## config.mk

```make
export PLATFORM = sky130hd
export DESIGN_NAME = fetch_id_queue
export DESIGN_NICKNAME = d
export VERILOG_FILES = /design/src/rtl/fetch_id_queue_pkg.sv /design/src/rtl/fetch_grp_mem.sv /design/src/rtl/fetch_id_queue.sv
export SDC_FILE = /design/constraint.sdc
export NUM_CORES = 1
export LEC_CHECK = 0
export CAP_MARGIN = 0
export CORE_MARGIN = 10
export CORE_UTILIZATION = 31
export CTS_CLUSTER_DIAMETER = 200
export DETAILED_ROUTE_END_ITERATION = 10
export GPL_TIMING_DRIVEN = 0
export MAX_ROUTING_LAYER = met4
export PLACE_DENSITY_LB_ADDON = 0.12
export SYNTH_ARGS = -nofsm -noshare
export SYNTH_HDL_FRONTEND = slang
export SYNTH_SLANG_ARGS = --single-unit
```

## constraint.sdc

```tcl
create_clock -name clk -period 6.23 [get_ports clk]
set_clock_uncertainty 0.1 [all_clocks]
set_input_delay 0.623 -clock clk [delete_from_list [all_inputs] [get_ports clk]]
set_output_delay 0.623 -clock clk [all_outputs]
set_load 0.01 [all_outputs]
```

## src/rtl/fetch_id_queue_pkg.sv

```systemverilog
// Shared types and constants for the IF->ID fetch-group queue.
// A group is four 16-bit slots; slot0 sits in the most significant position.
package fetch_id_queue_pkg;

    localparam int SLOT_W = 16;
    localparam int SLOTS  = 4;
    localparam int GRP_W  = SLOT_W * SLOTS;

    localparam logic [SLOT_W-1:0] NOP_INST = 16'h0000;

    typedef struct packed {
        logic [GRP_W-1:0] inst;
        logic [GRP_W-1:0] pc;
        logic [GRP_W-1:0] recv_pc;
        logic [SLOTS-1:0] pred;
        logic [SLOTS-1:0] slot_vld;
    } fetch_grp_t;

endpackage

```

## src/rtl/fetch_grp_mem.sv

```systemverilog
// Fetch-group storage: one write port, one asynchronous read port, data not reset.
// Write lands on the clock edge; read is combinational from rd_ptr; no flow control here.
module fetch_grp_mem
    import fetch_id_queue_pkg::*;
#(
    parameter int DEPTH = 4,
    parameter int PTR_W = $clog2(DEPTH)
) (
    input  logic             clk,
    input  logic             wr_en,
    input  logic [PTR_W-1:0] wr_ptr,
    input  fetch_grp_t       wr_dat,
    input  logic [PTR_W-1:0] rd_ptr,
    output fetch_grp_t       rd_dat
);

    fetch_grp_t mem [DEPTH];

    always_ff @(posedge clk) begin
        if (wr_en) begin
            mem[wr_ptr] <= wr_dat;
        end
    end

    assign rd_dat = mem[rd_ptr];

endmodule

```

## src/rtl/fetch_id_queue.sv

```systemverilog
// Buffers fetch groups for decode; a push is visible at the head one cycle later, no bypass.
// Backpressure: full_out_to_FE from registered count only; decode stalls via stll_ftch_in_frm_ID.
module fetch_id_queue
    import fetch_id_queue_pkg::*;
#(
    parameter int                DEPTH    = 4,
    parameter logic [SLOT_W-1:0] NOP_INST = fetch_id_queue_pkg::NOP_INST,
    parameter int                PTR_W    = $clog2(DEPTH)
) (
    input  logic             clk,
    input  logic             rst,
    input  logic             grp_vld_in_frm_FE,
    input  logic [63:0]      inst_in_frm_FE,
    input  logic [63:0]      pc_in_frm_FE,
    input  logic [63:0]      recv_pc_in_frm_FE,
    input  logic [3:0]       pred_result_in_frm_FE,
    input  logic [3:0]       slot_vld_in_frm_FE,
    input  logic             stll_ftch_in_frm_ID,
    input  logic             mis_pred_in_frm_ROB,
    output logic             full_out_to_FE,
    output logic             grp_vld_out_to_ID,
    output logic [63:0]      inst_out_to_ID,
    output logic [63:0]      pc_out_to_ID,
    output logic [63:0]      recv_pc_out_to_ID,
    output logic [3:0]       pred_result_out_to_ID,
    output logic [PTR_W:0]   cnt_out
);

    localparam logic [PTR_W:0] DEPTH_CNT = (PTR_W+1)'(DEPTH);

    logic [PTR_W-1:0] wr_ptr;
    logic [PTR_W-1:0] rd_ptr;
    logic [PTR_W:0]   cnt;
    logic             empty;
    logic             push;
    logic             pop;
    fetch_grp_t       wr_grp;
    fetch_grp_t       head_grp;

    assign empty             = (cnt == '0);
    assign full_out_to_FE    = (cnt == DEPTH_CNT);
    assign grp_vld_out_to_ID = ~empty;
    assign cnt_out           = cnt;

    // A mispredict squashes both sides of the handshake in the cycle it is raised.
    assign push = grp_vld_in_frm_FE & ~full_out_to_FE & ~mis_pred_in_frm_ROB;
    assign pop  = grp_vld_out_to_ID & ~stll_ftch_in_frm_ID & ~mis_pred_in_frm_ROB;

    always_comb begin
        wr_grp          = '0;
        wr_grp.inst     = inst_in_frm_FE;
        wr_grp.pc       = pc_in_frm_FE;
        wr_grp.recv_pc  = recv_pc_in_frm_FE;
        wr_grp.pred     = pred_result_in_frm_FE;
        wr_grp.slot_vld = slot_vld_in_frm_FE;
    end

    fetch_grp_mem #(
        .DEPTH (DEPTH),
        .PTR_W (PTR_W)
    ) u_mem (
        .clk    (clk),
        .wr_en  (push),
        .wr_ptr (wr_ptr),
        .wr_dat (wr_grp),
        .rd_ptr (rd_ptr),
        .rd_dat (head_grp)
    );

    always_ff @(posedge clk) begin
        if (rst || mis_pred_in_frm_ROB) begin
            wr_ptr <= '0;
            rd_ptr <= '0;
            cnt    <= '0;
        end else begin
            if (push) begin
                wr_ptr <= wr_ptr + PTR_W'(1);
            end
            if (pop) begin
                rd_ptr <= rd_ptr + PTR_W'(1);
            end
            case ({push, pop})
                2'b10:   cnt <= cnt + (PTR_W+1)'(1);
                2'b01:   cnt <= cnt - (PTR_W+1)'(1);
                default: cnt <= cnt;
            endcase
        end
    end

    // Decode infers slot validity from the opcode, so dead slots must read as NOP.
    always_comb begin
        inst_out_to_ID        = {SLOTS{NOP_INST}};
        pc_out_to_ID          = '0;
        recv_pc_out_to_ID     = '0;
        pred_result_out_to_ID = '0;
        if (!empty) begin
            pc_out_to_ID      = head_grp.pc;
            recv_pc_out_to_ID = head_grp.recv_pc;
            for (int b = 0; b < SLOTS; b++) begin
                if (head_grp.slot_vld[b]) begin
                    inst_out_to_ID[b*SLOT_W +: SLOT_W] = head_grp.inst[b*SLOT_W +: SLOT_W];
                    pred_result_out_to_ID[b]           = head_grp.pred[b];
                end
            end
        end
    end

    assert property (@(posedge clk) disable iff (rst) !(pop && empty));
    assert property (@(posedge clk) disable iff (rst) !(push && full_out_to_FE));
    assert property (@(posedge clk) disable iff (rst) cnt <= DEPTH_CNT);

endmodule

```

==> impl_results.md, run 1 <==
- Seq/Total Area, Yosys: 77.8%
- Max incr delay on CP: 0.66 ns
- CP Data Required Time: 5.51 ns
- GP Congestion: 0.728
- Clock group share of total power: 43.7%
- Top-level I/O count: 406
- Clk_lat worst skew: 0.66 ns
- First-pass GRT wire length: 120000 um
- Starting Density: 31.2%
- Initial antenna violation count: 25
- Post-Syn Area: 31100 sq um
- Max IR drop VDD: 0.173 mV
- Yosys Warn Count: 0
- CP Launch Type: register
- R2r setup slk: 3.47 ns
- CTS Buf Count: 90
- Syn Inst Count: 1490
- First-pass iteration count of the detailed router: 5
- CP arrival: 3.39 ns
- Commonest non-fill, non-tap cell in the layout: edfxtp_1
- NumNets Final: 2215
- CTS sink count: 809
- Core area: 99900 sq um
- Psw: 0.00239 W
- # resized after CTS: 0
- FP Rows: 116
- Sw frac: 20.5%
- Power Dens Cells: 291 nW/um^2
- Maximum root-to-sink buffer count: 3
- Syn_nets: 1701
- Vias in the first global route: 17400
- Clk root buf: clkbuf_16
- Delay-heaviest family, CP: buffers and inverters
- Sequential Power Share: 52.1%
- Crit end category: output port
- Post-Place Cells: 3210
- Placed cell areas: 37300 sq um
- Initial DRC Count: 821
- Area delta synth->final: 29.1%
- HP Class: reg -> reg
- RSZ-0062 raised after global routing: no
- Die span in x: 337 um
- Final min period: 4.11 ns
- Post CTS Setup Buffer Count: 0
- CTS tree: done
- Finished Layout Cells: 3395
- Post-Route WL: 82800 um
- Layout cells sized above 1: 20.1%
- Final count of pins violating max slew: 0
- Worst slew pin tran: 0.781 ns
- Cells along the critical path: nor3_2 -> inv_2 -> buf_4 -> clkbuf_1 -> nand2_1 -> o22ai_1 -> clkdlybuf4s50_1
- Final number of hold-violating endpoints: 0
- DP HPWL: 54300 um
- H-Tree Depth: 3
- Max Clk Rate: 243 MHz
- Die Height: 337 um
- Grt total ovfl: 0
- Max-cap violations: 0
- Setup violators final: 0
- Most frequent cells in the layout: edfxtp_1, clkdlybuf4s50_1, and2_1
- #FFs+latches synth: 809
- Int Pwr: 0.00929 W
- Rel. slew slack: 47.6%
- DRC violations left: 0
- Slowest stage cell, crit path: clkdlybuf4s50_1
- GR Util All Layers: 14.8%
- Vias: 15900
- Hold_buf cts: 0
- Synth cell types: 39
- Pleak: 12.4 nW
- Largest net degree at the start of global routing: 49
- Post-route ant nets: 0
- Comb pwr share: 4.3%
- Clock slew at reported path FFs: 0.06 ns
- Vias per cell: 4.68
- TNS Setup: 0 ns
- Number of I/O port buffers: 405
- Final instance area: 40200 sq um
- CP Buf/Inv Count: 4
- Fin crit share: 66.0%
- Syn avg cell area: 20.9 sq um
- Worst setup path category: reg -> out
- Die area: 113000 sq um
- Status: finished clean
- Routed wire per std cell: 24.4 um
- Crit path max fanout: 10
## power groups by stage
stage                     Sequential [W]  Clock, W  Combinational, W
after floorplan                  0.00620         0          0.000168
after global placement           0.00621         0          0.000491
after detailed placement         0.00620         0          0.000514
after CTS                        0.00608   0.00530          0.000516
after global routing             0.00608   0.00553          0.000543
final                            0.00608   0.00510          0.000500
## Yosys cell counts
cell      instances  share of area (%)
nor2b_1           7               0.14
buf_6            11               0.40
nand4_1           1              0.020
a21oi_1           6              0.096
dfxtp_1           9               0.58
edfxtp_1        800                 77
inv_1             7              0.084
o22ai_1           4              0.080
mux2i_1          64                2.1
o21ai_0           3              0.048
mux4_2          128                9.3
o32ai_1          64                1.8
or3b_1            1              0.028
nor2_1            4              0.048
inv_2             1              0.012
nand2_1          66               0.80
and2_1          135                2.7
a21o_1            1              0.024
a31oi_1           2              0.040
nor3_1            1              0.016
or3_1             3              0.060
xor2_1            2              0.056
nor3_2            1              0.032
nand3_1           1              0.016
or2_2             1              0.020
mux2_2           66                2.4
nand2_2           1              0.020
fa_1              1              0.064
and3_1            4              0.080
nand2b_1          2              0.040
clkbuf_1         18               0.22
ha_1              5               0.20
o21ai_2           3              0.084
buf_2            40               0.64
and3b_1           2              0.056
buf_4            15               0.36
o31ai_1           1              0.024
o21ai_1           3              0.048
a22oi_1           6               0.14
## layer usage
layer	part of all wire, %	vias up	track usage [%]
met5	0	-	-
met2	49	414	24.0
met3	7.1	88	4.40
met1	42	8233	18.0
li1	-	7164	-
met4	1.6	0	3.84
## final timing paths
| check | from | to | cells past startpoint |
|---|---|---|---|
| setup / recovery | cnt_out[0] | inst_out_to_ID[62] | 7 |
| hold / removal | rd_ptr[1] | rd_ptr[1] | 2 |
| setup reg to reg | cnt_out[0] | u_mem.mem[0][104] | 5 |
| hold reg to reg | rd_ptr[1] | rd_ptr[1] | 2 |
## worst register-to-register path: cells and delay by family (launching register included)
family	cells	cell delay, ns
simple gates	2	0.90
flops	1	0.43
buf+inv	3	0.97
## sequential cells by signal, indices dropped and copies added, names as in the netlist, named ones only
name       cells
wr_ptr         2
rd_ptr         2
cnt_out        3
u_mem.mem    800
## kinds of logic after synthesis
group,Yosys count,synth area share [%]
xor+xnor,2,0.0563
buf+inv,92,1.72
compound gates,93,2.39
simple gates,230,4.09
flops,809,77.8
fa+ha+maj,6,0.265
mux,258,13.7
## through the flow
| stage | total power [W] | hold slack, ns | util (%) | setup WS [ns] |
|---|---|---|---|---|
| global route | 0.0122 | 0.441 | 40.2 | 1.72 |
| floorplan | 0.00637 | 0.359 | - | 2.26 |
| detailed placement | 0.00671 | 0.415 | 37.3 | 2.56 |
| CTS | 0.0119 | 0.417 | 40.2 | 1.81 |
| finish | 0.0117 | 0.413 | 40.2 | 2.12 |
| global placement | 0.00670 | 0.375 | 36.9 | -0.900 |
## final cells by class
type,instances,area (sq um)
clock buffers,104,2300
repair buffers,422,4520
plain buffers,84,504
clock inverters,61,549
flip-flops and latches,809,24200
fillers,9012,59700
multi-input cells,589,6400
diodes,20,50.0
well taps,1298,1620
inverters,8,30.0
Power figures use the tool's default switching activity.
==> run 2, diff against run 1 <==
Clock period 6.23 ns to 4.2 ns, I/O delays scaled along.
==> impl_results.md, run 2 (same netlist as run 1, synthesis figures left out) <==
- Core area: 99900 sq um
- Area delta synth->final: 29.1%
- Finished Layout Cells: 3394
- Final number of hold-violating endpoints: 0
- GR Util All Layers: 14.8%
- FP Rows: 116
- Max reg flops: 800
- FF-to-FF path depth: 5
- CTS tree: done
- Final min period: 3.96 ns
- Final count of pins violating max slew: 0
- Most frequent cells in the layout: edfxtp_1, clkdlybuf4s50_1, and2_1
- Fin crit share: 94.3%
- DRC violations left: 0
- Crit end category: output port
- NumNets Final: 2214
- CTS Buf Count: 90
- Maximum root-to-sink buffer count: 3
- Routed wire per std cell: 24.4 um
- Hold Path Origin: recv_pc_in_frm_FE[38]
- HP Class: in -> reg
- Vias in the first global route: 17400
- Power Dens Cells: 431 nW/um^2
- Clk root buf: clkbuf_16
- Initial antenna violation count: 25
- Cells along the critical path: nor3_2 -> inv_2 -> buf_4 -> nand2_2 -> buf_2 -> o32ai_1 -> clkdlybuf4s50_1
- Delay-heaviest family, CP: buffers and inverters
- Crit path max fanout: 19
- CP Data Required Time: 3.68 ns
- Post-Route WL: 82700 um
- First-pass GRT wire length: 119000 um
- Starting Density: 31.2%
- CP Launch Type: register
- Max-cap violations: 0
- Total power: 0.0173 W
- Vias per cell: 4.67
- Vias: 15900
- WHS: 0.281 ns
- Max Clk Rate: 252 MHz
- Hold_buf cts: 0
- Pleak: 12.4 nW
- Post-route ant nets: 0
- Largest net degree at the start of global routing: 49
- Post CTS Setup Buffer Count: 0
- Max IR drop VDD: 0.257 mV
- RSZ-0062 raised after global routing: no
- # resized after CTS: 0
- DP HPWL: 54300 um
- CP arrival: 3.44 ns
- Hold path depth: 1
- GP Congestion: 0.728
- Post-Place Cells: 3210
- Die area: 113000 sq um
- RR Endpoint: u_mem.mem[0][104]
- Clk_lat worst skew: 0.66 ns
- Commonest non-fill, non-tap cell in the layout: edfxtp_1
- CTS sink count: 809
- Placed cell areas: 37300 sq um
- TNS Setup: 0 ns
- Die Height: 337 um
- Max incr delay on CP: 0.66 ns
- Worst setup path category: reg -> out
- Status: finished clean
- R2r setup slk: 1.44 ns
- H-Tree Depth: 3
- Slowest stage cell, crit path: clkdlybuf4s50_1
- CP Buf/Inv Count: 4
- Clock slew at reported path FFs: 0.06 ns
- Worst slew pin tran: 0.769 ns
- Rel. slew slack: 48.4%
- Grt total ovfl: 0
- Initial DRC Count: 819
- Layout cells sized above 1: 20.1%
- WP depth: 7
- Worst Hold End: u_mem.mem[2][46]
- Worst R2R Start: cnt_out[0]
- Final instance area: 40200 sq um
- Die span in x: 337 um
- Setup violators final: 0
- First-pass iteration count of the detailed router: 5
- Top-level I/O count: 406
- Largest reg by FF count: u_mem.mem
- Number of I/O port buffers: 405
## run 2: cell types whose count changed in the layout (fill, tap and decap cells not counted), sizes merged
cell | before | now
clkbuf | 122 | 121
## run 2: per-stage QoR
| stage | setup WS, ns | utilization, % |
|---|---|---|
| after global placement | -2.73 | 36.9 |
| after floorplan | 0.392 | - |
| after global routing | 0.0122 | 40.2 |
| after detailed placement | 0.738 | 37.3 |
| after CTS | 0.123 | 40.2 |
| final | 0.239 | 40.2 |
## run 2: how the worst max path moves through the flow
stage                               to                 from  slack [ns]
global placement      u_mem.mem[0][55]  mis_pred_in_frm_ROB       -2.73
CTS                 inst_out_to_ID[52]           cnt_out[0]        0.12
global route        inst_out_to_ID[54]           cnt_out[0]        0.01
finish              inst_out_to_ID[54]           cnt_out[0]        0.24
detailed placement  inst_out_to_ID[62]           cnt_out[0]        0.74
floorplan              u_mem.mem[0][0]           cnt_out[0]        0.39
## run 2: final cells by class
cell class,count,area (sq um)
multi-input combinational,589,6400
inverter,8,30.0
tap,1298,1620
sequential,809,24200
antenna,20,50.0
clock buffer,104,2300
clock inverter,61,549
buffer,83,500
fill,9012,59700
timing repair buffer,422,4520
## run 2: layer usage
metal / up-vias / part of all wire [%] / GRT usage [%]
met5: - / 0 / -
met4: 0 / 1.6 / 3.84
met3: 86 / 6.9 / 4.40
met2: 389 / 49 / 23.9
met1: 8220 / 43 / 18.1
li1: 7159 / - / -
## run 2: report_power, final
group / switching [W] / total (W) / internal [W]
clock: 0.00318 / 0.00757 / 0.00439
combinational: 0.000351 / 0.000741 / 0.000390
sequential: 0.0000231 / 0.00902 / 0.00900
total: 0.00355 / 0.0173 / 0.0138
